## src/rtl/gf_inverse.sv

```systemverilog
// rtl/gf_inverse.sv - sequential GF(2^8) inverter (a^254), optional divide via GF_DIVIDE_EN
module gf_inverse #(
  parameter logic [8:0] MOD_POL = 9'h11B
) (
  input  logic       clk,
  input  logic       rst_n,
  input  logic       in_valid,
  output logic       in_ready,
  input  logic [7:0] in_a,
`ifdef GF_DIVIDE_EN
  input  logic [7:0] in_b,
`endif
  output logic       out_valid,
  input  logic       out_ready,
  output logic [7:0] out_q,
  output logic       out_zero
);

  typedef enum logic [1:0] {
    S_IDLE = 2'd0,
    S_RUN  = 2'd1,
    S_DIV  = 2'd2,
    S_DONE = 2'd3
  } state_t;

  state_t     r_state;
  logic [7:0] r_sq;
  logic [7:0] r_acc;
  logic [2:0] r_cnt;
  logic       r_zero;
  logic       r_in_ready;
  logic       r_out_valid;
  logic [7:0] r_out_q;
  logic       r_out_zero;
`ifdef GF_DIVIDE_EN
  logic [7:0] r_b;
  logic [7:0] w_div;
`endif
  logic [7:0] w_sq2;
  logic [7:0] w_acc_next;

  // Full carry-less 8x8 product followed by reduction of bits 14..8 by MOD_POL
  function automatic logic [7:0] gf_mul(input logic [7:0] x, input logic [7:0] y);
    logic [14:0] p;
    p = '0;
    for (int i = 0; i < 8; i++) begin
      if (y[i]) p = p ^ ({7'd0, x} << i);
    end
    for (int i = 14; i >= 8; i--) begin
      if (p[i]) p = p ^ ({6'd0, MOD_POL} << (i - 8));
    end
    return p[7:0];
  endfunction

  assign w_sq2      = gf_mul(r_sq, r_sq);
  assign w_acc_next = gf_mul(r_acc, w_sq2);
`ifdef GF_DIVIDE_EN
  assign w_div      = gf_mul(r_acc, r_b);
`endif

  assign in_ready  = r_in_ready;
  assign out_valid = r_out_valid;
  assign out_q     = r_out_q;
  assign out_zero  = r_out_zero;

  // Control FSM: square-and-multiply over 7 RUN edges, then hold result until taken
  always_ff @(posedge clk or negedge rst_n) begin
    if (!rst_n) begin
      r_state     <= S_IDLE;
      r_sq        <= 8'h00;
      r_acc       <= 8'h00;
      r_cnt       <= 3'd0;
      r_zero      <= 1'b0;
      r_in_ready  <= 1'b1;
      r_out_valid <= 1'b0;
      r_out_q     <= 8'h00;
      r_out_zero  <= 1'b0;
`ifdef GF_DIVIDE_EN
      r_b         <= 8'h00;
`endif
    end else begin
      case (r_state)
        S_IDLE: begin
          if (in_valid) begin
            r_sq       <= in_a;
            r_acc      <= 8'h01;
            r_cnt      <= 3'd0;
            r_zero     <= (in_a == 8'h00);
            r_in_ready <= 1'b0;
`ifdef GF_DIVIDE_EN
            r_b        <= in_b;
`endif
            r_state    <= S_RUN;
          end
        end
        S_RUN: begin
          // acc accumulates a^(2+4+...+2^k); after 7 steps it holds a^254
          r_sq  <= w_sq2;
          r_acc <= w_acc_next;
          r_cnt <= r_cnt + 3'd1;
          if (r_cnt == 3'd6) begin
`ifdef GF_DIVIDE_EN
            r_state     <= S_DIV;
`else
            r_state     <= S_DONE;
            r_out_valid <= 1'b1;
            r_out_q     <= r_zero ? 8'h00 : w_acc_next;
            r_out_zero  <= r_zero;
`endif
          end
        end
`ifdef GF_DIVIDE_EN
        S_DIV: begin
          r_acc       <= w_div;
          r_state     <= S_DONE;
          r_out_valid <= 1'b1;
          r_out_q     <= r_zero ? 8'h00 : w_div;
          r_out_zero  <= r_zero;
        end
`endif
        S_DONE: begin
          // in_ready is registered so it only rises the cycle after the handoff
          if (out_ready) begin
            r_out_valid <= 1'b0;
            r_in_ready  <= 1'b1;
            r_state     <= S_IDLE;
          end
        end
        default: begin
          r_state <= S_IDLE;
        end
      endcase
    end
  end

endmodule

```

## config.mk

```make
export PLATFORM = sky130hd
export DESIGN_NAME = gf_inverse
export DESIGN_NICKNAME = d
export VERILOG_FILES = /design/src/rtl/gf_inverse.sv
export SDC_FILE = /design/constraint.sdc
export NUM_CORES = 1
export LEC_CHECK = 0
export CAP_MARGIN = 10
export CORE_MARGIN = 1.5
export CORE_UTILIZATION = 60
export CTS_CLUSTER_SIZE = 24
export DETAILED_ROUTE_END_ITERATION = 8
export PLACE_DENSITY = 0.81
export SYNTH_ARGS = -nofsm -noshare
export SYNTH_HDL_FRONTEND = slang
export SYNTH_SLANG_ARGS = --single-unit
```

## constraint.sdc

```tcl
create_clock -name clk -period 3.8 [get_ports clk]
set_input_delay 1.14 -clock clk [delete_from_list [all_inputs] [get_ports clk]]
set_output_delay 1.14 -clock clk [all_outputs]
set_load 0.1 [all_outputs]
```

# After elaboration in Yosys (flattened, before gate mapping)
# Index checks and enable logic that the tools add are counted.
# W data, S select, Z words.
# totals
reg_bits	33
inputBits	12
output_inout_bits	11
# op_classes
eq_ne	6
mux	47
reduce_logical	11
bitwise	28
n_addsub	1
# op_table
op	count
$mux W15	14
$mux W8	7
$not A4 Y4	14
$pmux W8 S2	2
$xor A15 B10 Y15	2
$xor A15 B11 Y15	2
$xor A15 B12 Y15	2
$xor A15 B13 Y15	2
$xor A15 B14 Y15	2
$xor A15 B15 Y15	2
$mux W11	2
$mux W10	2
$mux W9	2
$xor A15 B9 Y15	1
$mux W7	2
$mux W6	2
$mux W5	2
$reduce_and A3 Y1	3
$xor A8 B9 Y9	1
$logic_not A8 Y1	1
$mux W2	3
$ne A2 B2 Y1 const B	3
$pmux W2 S3	1
$pmux W3 S2	1
10 further kinds	18

# Logic depth before layout (Yosys ltp)
# depth
ltp_word	59
depth_mapped	9
ltp_nobuf	7

# Worst setup path after synthesis
# OpenSTA, ideal clock, no wires.
# synth_timing
kind	flip-flop to flip-flop
start	register r_sq[6]
end	register r_out_q[5] (netlist: out_q[5])
setup_time_ns	0.122
n_path_buf	1
stages_incl_launch_ff	9
setup_slack_ns	1.198
required_ns	3.678
synth_period_minus_slack_ns	2.602
arrival_ns	2.480
path_cell_list	dfrtp_1 buf_4 xor2_2 a21oi_2 a2111oi_2 xnor3_2 xnor3_1 xnor3_1 a22o_1
# synth_via
elab_chain_cells	44
# synth_lines
element	line_no	source
start: declaration	27	logic [7:0] r_sq;
start signal: assignment	85	r_sq <= in_a;
start signal: assignment	98	r_sq <= w_sq2;
$xor A15 B10 Y15	47	if (y[i]) p = p ^ ({7'd0, x} << i);
$mux W15	47	
$xor A15 B11 Y15	47	
$mux W15	47	
$xor A15 B12 Y15	47	
$mux W15	47	
$xor A15 B13 Y15	47	
$mux W15	47	
[... 28 more ...]	-	
$not A4 Y4 (no line)	-	
$mux W9	50	if (p[i]) p = p ^ ({6'd0, MOD_POL} << (i - 8));
$mux W8	50	
$not A4 Y4 (no line)	-	
$mux W7	50	
$not A4 Y4 (no line)	-	
$mux W6 (*)	50	
$mux W8 (*)	107	r_out_q <= r_zero ? 8'h00 : w_acc_next;
end signal: assignment	107	
end: declaration	33	logic [7:0] r_out_q;
# Mark *: on every way between the ends. The rest lies on a longest branch, timed or not.
# A chain may end at the register's enable or synchronous reset.

# Worst setup path in the final report
# layout_timing
start	register r_sq[5]
end	register r_acc[5]
# layout_via
elab_chain_cells	42
# layout_lines
element	line_no	source
$xor A15 B11 Y15	47	
$mux W15	47	
$xor A15 B12 Y15	47	
$mux W15	47	
$xor A15 B13 Y15	47	
$mux W15	47	
$xor A15 B14 Y15	47	
$mux W15	47	
[... 26 more ...]	-	
$not A4 Y4 (no line)	-	
$mux W9	50	
$mux W8	50	
$not A4 Y4 (no line)	-	
$mux W7	50	
$not A4 Y4 (no line)	-	
$mux W6 (*)	50	
$pmux W8 S2 (*)	82	case (r_state)
end signal: assignment	99	r_acc <= w_acc_next;
end: declaration	28	logic [7:0] r_acc;
# Marked as above.

==> impl_metrics.env <==
export IMPL_ys_ff_latch=33
export IMPL_antenna_found_initial=0
export IMPL_postSynthCellCount=354
export IMPL_worstHoldPathType="register to register"
export IMPL_timing_critical_path_fanout_max=22
export IMPL_grt_start_max_net_pins=34
export IMPL_initial_core_util_pct=63.6
export IMPL_pin_count=23
export IMPL_setup_worst_path_start="r_sq[5]"
export IMPL_synth_area_sq_um=3080
export IMPL_synth_area_leaders="dfrtp_1 (26%), xnor3_1 (8.0%), xnor2_1 (8.0%)"
export IMPL_number_of_remaining_drc_errors=0
export IMPL_dp_hpwl_mm=5.37
export IMPL_route_detailed_vias_per_inst=6.11
export IMPL_synth_area_per_cell_sq_um=8.71
export IMPL_grt_pass1_vias=2315
export IMPL_worstSetupPathType="register to register"
export IMPL_finalSetupViolations=0
export IMPL_post_cts_repair_setup_buffers=0
export IMPL_clk_pin_slew_worst_setup_hold_paths_ns=0.07
export IMPL_floorplan_rows=25
export IMPL_synth_top_area_share_pct=26.0
export IMPL_cts_buffers_inserted=5
export IMPL_drv_max_cap_violation_count=0
export IMPL_ys_dominant_reg_cell="dfrtp_1"
export IMPL_timing_slew_headroom_pct=45.1
export IMPL_core_region_area_sq_um=4850
export IMPL_worst_slew_pin_transition_ns=0.823
export IMPL_synthesis_yosys_warnings=0
export IMPL_wire_length_of_the_first_global_routing_pass_mm=12.2
export IMPL_yosys_cell_types_count=45
export IMPL_die_area_sq_um=5580
export IMPL_rr_worst_depth=7
export IMPL_status="complete, no violations"
export IMPL_rsz0062_at_grt="no"
export IMPL_hold_viol=0
export IMPL_worst_r2r_startpoint="r_sq[5]"
export IMPL_mappedNetlistNets=368
export IMPL_antenna_violating_nets_post_route=0
export IMPL_gp_congestion=0.966
export IMPL_drtIter0Drc=283
export IMPL_maxSlewViolCount=0
export IMPL_critPathArrivalTime_ns=3.37
export IMPL_postCtsResizedCells=0
export IMPL_fp_dieH_um=74.7
export IMPL_clock_tree_root_cell="clkbuf_8"
export IMPL_average_routed_wire_per_standard_cell_um=17.6
export IMPL_max_clock_freq_mhz=314
export IMPL_total_negative_setup_slack_ns=0
export IMPL_timing_clock_skew_ns=0.00502
export IMPL_clock_tree_buffer_depth=2
export IMPL_grtUsageTotal_pct=29.7
export IMPL_period_utilisation_layout_pct=83.8
export IMPL_fraction_of_final_layout_cells_with_drive_strength_greater_than_1_pct=12.3
export IMPL_start_kind="register"
export IMPL_die_width_um=74.7
export IMPL_fin_hold_ws_ns=0.490
export IMPL_detailroute_via_count=2602
export IMPL_yosysSeqAreaShare_pct=26.8
export IMPL_synth_edf_count=0
export IMPL_synthToLayoutAreaGrowth_pct=9.09
export IMPL_grt_ovfl_total=0
export IMPL_htree_levels=2
export IMPL_antenna_cells_inserted=0
export IMPL_drtPass1Iterations=5
export IMPL_detail_route_wirelength_mm=7.49
export IMPL_clk_insertion_delay_late_ns=0.29
export IMPL_reg2reg_slack_ns=0.62
export IMPL_cp_end_kind="register"
export IMPL_required_time_of_the_critical_path_ns=3.98
export IMPL_nNetsFinal=372
export IMPL_critical_path_reg2reg_endpoint="r_acc[5]"
export IMPL_cts_tree="done"
export IMPL_timing_final_crit_period_ns=3.18
export IMPL_async_set_reset_flop_share_out_of_synthesis_pct=100
export IMPL_postCtsHoldBufs=0
export IMPL_clkSinkCount=33
export IMPL_worst_setup_path_endpoint="r_acc[5]"
export IMPL_portBuffers=22
export IMPL_synthDominantAreaCellType="dfrtp_1"
==> cell usage after synthesis (all sizes together) (2+ instances only) <==
cell type / count
dfrtp: 32
buf: 9
nand3b: 4
nor4bb: 2
xor3: 5
clkbuf: 23
nor2: 16
mux2i: 10
ha: 2
nand3: 12
xnor3: 12
a211oi: 4
o22ai: 8
nor3: 7
xnor2: 28
inv: 5
nor4: 3
nor2b: 9
a22o: 15
a22oi: 3
mux2: 5
o21ai: 17
xor2: 16
and3: 4
or2: 5
nand2: 51
a21oi: 34
a2111oi: 2
==> registers in the layout (all words and copies together), names as in the netlist <==
register / count
out_valid: 1
r_sq: 8
out_q: 8
r_cnt: 3
out_zero: 1
r_acc: 8
r_zero: 1
r_state: 2
in_ready: 1
==> stage by stage <==
| stage | utilization, % | instances | instance area [sq um] | setup slack (ns) |
|---|---|---|---|---|
| global route | 69.4 | 426 | 3360 | 0.398 |
| detailed placement | 67.7 | 418 | 3280 | 0.627 |
| finish | 69.4 | 426 | 3360 | 0.615 |
| floorplan | - | 354 | 3080 | 1.20 |
| CTS | 69.4 | 426 | 3360 | 0.624 |
| global placement | 67.7 | 418 | 3280 | 0.723 |
==> layout make-up <==
class                   count  area [sq um]
multi-input cells         284          2110
fillers                   398          1480
flip-flops and latches     33           827
repair buffers             29           245
well taps                  67          83.8
clock buffers               6          72.6
inverters                   5          18.8
clock inverters             2          10.0
==> worst min-delay path by stage <==
stage,startpoint,endpoint,slack (ns),depth (start not counted)
6_report,out_valid,out_valid,0.49,2
5_1_grt,out_valid,out_valid,0.52,2
4_1_cts,out_valid,out_valid,0.49,2
3_5_place_dp,out_valid,out_valid,0.47,2
3_3_place_gp,out_valid,out_valid,0.46,2
2_1_floorplan,r_zero,r_zero,0.47,2
==> per-layer routing <==
layer | share of wire (%) | GRT usage, % | vias to the layer above
met5 | 0 | 0 | -
met4 | 1.3 | 8.48 | 0
met2 | 46 | 45.3 | 97
met1 | 46 | 43.9 | 1256
li1 | - | - | 1239
met3 | 6.8 | 4.95 | 10
==> kinds of logic after synthesis <==
family          after synthesis  share of synthesized area [%]
simple gates                118                           18.3
flops                        33                           26.8
fa+ha+maj                     2                          0.811
mux                          15                           5.07
buf+inv                      37                           4.87
xor+xnor                     61                           25.9
compound gates               88                           18.2
==> worst max-delay path, stage by stage, from the launching register on <==
cell	delay, ns
dfrtp_1	0.86
xor2_2	0.42
a21oi_2	0.12
a2111oi_2	0.35
xnor3_2	0.53
xnor3_1	0.37
xnor3_1	0.21
a22o_1	0.21
==> layout by cell type, fill, tap and decap left out, drive strengths merged, types with 2 or more instances in the layout <==
cell | synthesis | routed
a2111oi | 2 | 2
a211oi | 4 | 4
a21oi | 34 | 34
a22o | 15 | 15
a22oi | 3 | 3
and3 | 4 | 4
buf | 9 | 18
clkbuf | 23 | 6
clkdlybuf4s50 | 0 | 11
clkinv | 0 | 2
dfrtp | 32 | 32
ha | 2 | 2
inv | 5 | 5
mux2 | 5 | 5
mux2i | 10 | 10
nand2 | 51 | 51
nand3 | 12 | 12
nand3b | 4 | 4
nor2 | 16 | 16
nor2b | 9 | 9
nor3 | 7 | 7
nor4 | 3 | 3
nor4bb | 2 | 2
o21ai | 17 | 17
o22ai | 8 | 8
or2 | 5 | 5
xnor2 | 28 | 28
xnor3 | 12 | 12
xor2 | 16 | 16
xor3 | 5 | 5
Power is not shown: default switching activity piles up to over one toggle a cycle in this logic, so the estimate is an artifact.
